--- src/rtl/demux4_deserializer.sv ---
// Reassembles the four serial streams of a 1-to-4 bit demux into LSB-first words and
// merges the completed words onto one valid/ready bus through a round-robin arbiter.
module demux4_deserializer #(
  parameter int unsigned WORD_W = 8
) (
  input  logic              clk,
  input  logic              rst,
  input  logic              bit_valid,
  input  logic [1:0]        sel_in,
  input  logic [3:0]        demux_out,
  output logic              bit_ready,
  output logic              word_valid,
  input  logic              word_ready,
  output logic [WORD_W-1:0] word_data,
  output logic [1:0]        word_chan,
  output logic              protocol_err
);

  localparam int unsigned NCH   = 4;
  localparam int unsigned CNT_W = $clog2(WORD_W);
  localparam logic [CNT_W-1:0] CNT_LAST = CNT_W'(WORD_W - 1);

  logic [WORD_W-1:0] sr     [NCH];
  logic [WORD_W-1:0] hold   [NCH];
  logic [CNT_W-1:0]  cnt    [NCH];
  logic [NCH-1:0]    hold_v;
  logic [1:0]        rr_ptr;

  logic              in_bit;
  logic              accept;
  logic              beat_last;
  logic              stray;
  logic              load_en;
  logic [WORD_W-1:0] shifted;
  logic [1:0]        gnt;
  logic              gnt_found;
  logic [1:0]        idx;

  assign in_bit    = demux_out[sel_in];
  assign beat_last = (cnt[sel_in] == CNT_LAST);
  // A completing beat stalls only while the channel's holding register is still full.
  assign bit_ready = !(hold_v[sel_in] && beat_last);
  assign accept    = bit_valid && bit_ready;
  assign stray     = (demux_out & ~(4'b0001 << sel_in)) != 4'b0000;
  assign load_en   = !word_valid || word_ready;
  assign shifted   = {in_bit, sr[sel_in][WORD_W-1:1]};

  // Round-robin grant: nearest full holding register at or after rr_ptr.
  always_comb begin
    gnt       = rr_ptr;
    gnt_found = 1'b0;
    idx       = rr_ptr;
    for (int i = NCH - 1; i >= 0; i--) begin
      idx = rr_ptr + 2'(i);
      if (hold_v[idx]) begin
        gnt       = idx;
        gnt_found = 1'b1;
      end
    end
  end

  always_ff @(posedge clk) begin
    if (rst) begin
      for (int c = 0; c < NCH; c++) begin
        sr[c]   <= '0;
        hold[c] <= '0;
        cnt[c]  <= '0;
      end
      hold_v       <= '0;
      rr_ptr       <= 2'd0;
      word_valid   <= 1'b0;
      word_data    <= '0;
      word_chan    <= 2'd0;
      protocol_err <= 1'b0;
    end else begin
      if (accept) begin
        sr[sel_in] <= shifted;
        if (beat_last) begin
          cnt[sel_in]    <= '0;
          hold[sel_in]   <= shifted;
          hold_v[sel_in] <= 1'b1;
        end else begin
          cnt[sel_in] <= cnt[sel_in] + CNT_W'(1);
        end
        if (stray) begin
          protocol_err <= 1'b1;
        end
      end
      // A completion and a pop never target the same channel in one cycle.
      if (load_en) begin
        word_valid <= gnt_found;
        if (gnt_found) begin
          word_data   <= hold[gnt];
          word_chan   <= gnt;
          hold_v[gnt] <= 1'b0;
          rr_ptr      <= gnt + 2'd1;
        end
      end
    end
  end

endmodule
--- config.mk ---
export PLATFORM = sky130hd
export DESIGN_NAME = demux4_deserializer
export DESIGN_NICKNAME = d
export VERILOG_FILES = /design/src/rtl/demux4_deserializer.sv
export SDC_FILE = /design/constraint.sdc
export NUM_CORES = 1
export LEC_CHECK = 0
export CORE_UTILIZATION = 60
export DETAILED_ROUTE_END_ITERATION = 16
export PLACE_DENSITY = 0.79
export REMOVE_ABC_BUFFERS = 1
export SYNTH_ARGS = -nofsm -noshare
export SYNTH_HDL_FRONTEND = slang
export SYNTH_SLANG_ARGS = --single-unit
export TNS_END_PERCENT = 100
--- constraint.sdc ---
create_clock -name clk -period 5.55 [get_ports clk]
set_clock_uncertainty 0.2 [all_clocks]
set_input_delay 1.11 -clock clk [delete_from_list [all_inputs] [get_ports clk]]
set_output_delay 1.11 -clock clk [all_outputs]
set_load 0.01 [all_outputs]
==> summary.md, run 1 <==
| Metric | Value |
|---|---|
| Area grow syn2layout | 10.5% |
| Overall power | 0.00131 W |
| Post-cts sizing count | 0 |
| Synthesis Warnings | 0 |
| Multi-input logic area | 1490 sq um |
| Die H | 85.2 um |
| Comb pwr share | 7.6% |
| Hold Violations, Final | 0 |
| Synth Area per Inst | 13.0 sq um |
| Clock Path Buffers | 2 |
| Relative slew slack | 59.8% |
| Post-layout min period | 4.94 ns |
| Die ar. | 7250 sq um |
| Largest net degree at the start of global routing | 35 |
| Startpoint Class | input pin |
| Antenna violations before repair | 0 |
| CTS Buf Count | 9 |
| Clock latency on the worst-skew pair | 0.36 ns |
| Register Area | 2520 sq um |
| Starting Density | 63.9% |
| TritonCTS clock tree | yes |
| Iter 0 DRT Violations | 282 |
| Hold WC Path Type | reg -> reg |
| Commonest non-fill, non-tap cell in the layout | edfxtp_1 |
| Clock slew seen by the registers of the worst setup and hold paths | 0.09 ns |
| Antenna violation net count after detailed routing | 0 |
| Fin. max-slew vios | 0 |
| Detail Placement HPWL | 5.50 mm |
| Drt drc | 0 |
| Pleak | 1.65 nW |
| Grt met2 use | 40.1% |
| Critical Path AT | 3.63 ns |
| Ports | 23 |
| Post-DR vias/cell | 6.26 |
| Vias in the first global route | 2,542 |
| H-Tree Depth | 3 |
| CTS Hold Bufs | 0 |
| Setup_tns | 0 ns |
| Synth Instances | 320 |
| Final setup viols | 0 |
| Synth cell types | 39 |
| RSZ-0062 raised after global routing | false |
| CP Capture Type | primary output |
| Synthesized area | 4150 sq um |
| Critical path class | in -> out |
| Total Wirelength | 8.12 mm |
| Maximum vdd ir drop | 0.000172 V |
| Number of port buffers | 22 |
| Setup bufs post-CTS | 0 |
| Core footprint | 6490 sq um |
| Grt peak-use layer | met2 |
| Number of synthesized register bits | 90 |
| Width of the die | 85.2 um |
| Critical Path RT | 4.24 ns |
| Maximum Capacitance Violations | 0 |
| Critical path fanouts, max | 27 |
| Final worst-path cycle share | 89.0% |
| Clk network pwr share | 33.9% |
| Clk sinks | 90 |
| DR pass1 iterations | 4 |
| Share of cells above drive strength 1 | 11.7% |
| Vias | 2,618 |
| GRT Util Overall | 24.7% |
| Flop pwr share | 58.5% |
| Worst Max-Slew Pin Slew | 0.601 ns |
| F_max | 202 MHz |
| Total grt overflow | 0 |
| Most frequent cells in the layout | edfxtp_1 (72), nor2_1 (46), clkdlybuf4s50_1 (22) |
| Status | completed |
| Power Density | 285 nW/um^2 |
| First-pass GRT wire length | 13.2 mm |
| Met1 Track Usage GR | 32.8% |
| RePlAce Congestion | 0.805 |
| Final-layout fill cell count | 441 |
| Internal power | 0.00100 W |
| Switch share | 23.1% |
| DR WL/cell | 19.4 um |
| Final nets | 352 |
| Register area share after synthesis | 60.8% |
| M3 GR Usage | 5.54% |
| ANT cells | 0 |
| # rows | 29 |
| Switch Pwr | 0.000301 W |
| CTS root buffer | clkbuf_8 |
power by group through the flow:
stage          clock network [W]  registers (W)  logic (W)
3_5_place_dp                   0       0.000779  0.0000989
3_3_place_gp                   0       0.000778  0.0000959
5_1_grt                 0.000476       0.000766   0.000108
2_1_floorplan                  0       0.000775  0.0000560
6_report                0.000443       0.000764  0.0000988
4_1_cts                 0.000448       0.000764  0.0000992
registers in the layout, summed over array words and instances (netlist names):
name          cells
hold_v            4
sr               28
protocol_err      1
word_valid        1
cnt              12
rr_ptr            2
hold             32
word_data         8
word_chan         2
critical path, cell delays in order:
cell and delay [ns]:
clkdlybuf4s50_1 0.55, buf_4 0.37, mux4_2 0.55, ha_1 0.33
nand2_4 0.16, clkdlybuf4s50_1 0.55
synthesized netlist by cell type (all sizes together):
| cell | count | share of area, % |
|---|---|---|
| nor3 | 2 | 0.24 |
| and3b | 2 | 0.42 |
| nor2b | 5 | 0.75 |
| a211oi | 5 | 0.90 |
| a31o | 1 | 0.21 |
| clkbuf | 16 | 1.4 |
| o221ai | 8 | 1.7 |
| mux2i | 17 | 4.1 |
| ha | 6 | 1.8 |
| and2 | 7 | 1.1 |
| nor2 | 46 | 4.2 |
| or4 | 1 | 0.27 |
| a21oi | 7 | 0.84 |
| o211a | 1 | 0.24 |
| a41o | 2 | 0.48 |
| a2bb2oi | 1 | 0.21 |
| a21o | 2 | 0.36 |
| nor3b | 1 | 0.18 |
| a211o | 1 | 0.21 |
| nand3b | 9 | 1.9 |
| dfxtp | 18 | 8.7 |
| nor4 | 4 | 0.60 |
| buf | 6 | 1.2 |
| nand2 | 22 | 2.4 |
| and2b | 1 | 0.21 |
| edfxtp | 72 | 52 |
| a31oi | 3 | 0.45 |
| o21ai | 2 | 0.24 |
| nor4b | 6 | 1.3 |
| and3 | 15 | 2.3 |
| or2 | 1 | 0.15 |
| mux4 | 12 | 6.5 |
| or3 | 1 | 0.27 |
| nand2b | 10 | 1.5 |
| inv | 7 | 0.63 |
per-stage QoR:
stage	std cells	area, sq um	hold slack, ns	utilization (%)	setup slack, ns
after floorplan	298	4040	0.271	-	1.80
after global placement	402	4390	0.242	67.6	0.508
after detailed placement	402	4390	0.249	67.6	0.403
after CTS	418	4590	0.263	70.6	0.590
after global routing	418	4590	0.313	70.6	0.467
final	418	4590	0.262	70.6	0.608
cell families after synthesis:
| group | Yosys count | share of synthesized area, % |
|---|---|---|
| DFF | 90 | 60.8 |
| muxes | 29 | 10.6 |
| and+or+nand+nor | 133 | 17.6 |
| AOI/OAI and AO/OA | 33 | 5.85 |
| adders and majority gates | 6 | 1.81 |
| buffers and inverters | 29 | 3.32 |
layout make-up:
cell class | count | share of cell area, %
clock buffers | 10 | 2.78
clock inverters | 6 | 1.42
inverters | 7 | 0.573
multi-input cells | 201 | 32.5
flip-flops and latches | 90 | 55.0
well taps | 77 | 2.10
repair buffers | 27 | 5.62
worst paths after layout:
| path | from | endpoint | slack, ns | depth (start not counted) |
|---|---|---|---|---|
| setup / recovery | sel_in[0] | bit_ready | 0.61 | 6 |
| hold / removal | word_chan[0] | word_chan[0] | 0.26 | 2 |
| setup reg to reg | cnt[3][0] | sr[2][3] | 1.93 | 7 |
| hold reg to reg | word_chan[0] | word_chan[0] | 0.26 | 2 |
per-layer routing:
metal | wire, um | part of all wire (%) | vias up
met2 | 4070 | 50 | 101
met1 | 3420 | 42 | 1287
met4 | 95 | 1.2 | 0
li1 | - | - | 1220
met3 | 535 | 6.6 | 10
met5 | 0 | 0 | -
Note: power is estimated with default switching activity, not from simulation.
==> run 2, diff against run 1 <==
--- a/config.mk
+++ b/config.mk
@@ -7,6 +7,7 @@
 export LEC_CHECK = 0
 export CORE_UTILIZATION = 60
 export DETAILED_ROUTE_END_ITERATION = 16
+export HOLD_SLACK_MARGIN = 0.05
 export PLACE_DENSITY = 0.79
 export REMOVE_ABC_BUFFERS = 1
 export SYNTH_ARGS = -nofsm -noshare
==> results of run 2 <==
Same layout as run 1: the final DEF is identical, and so are final timing and power.
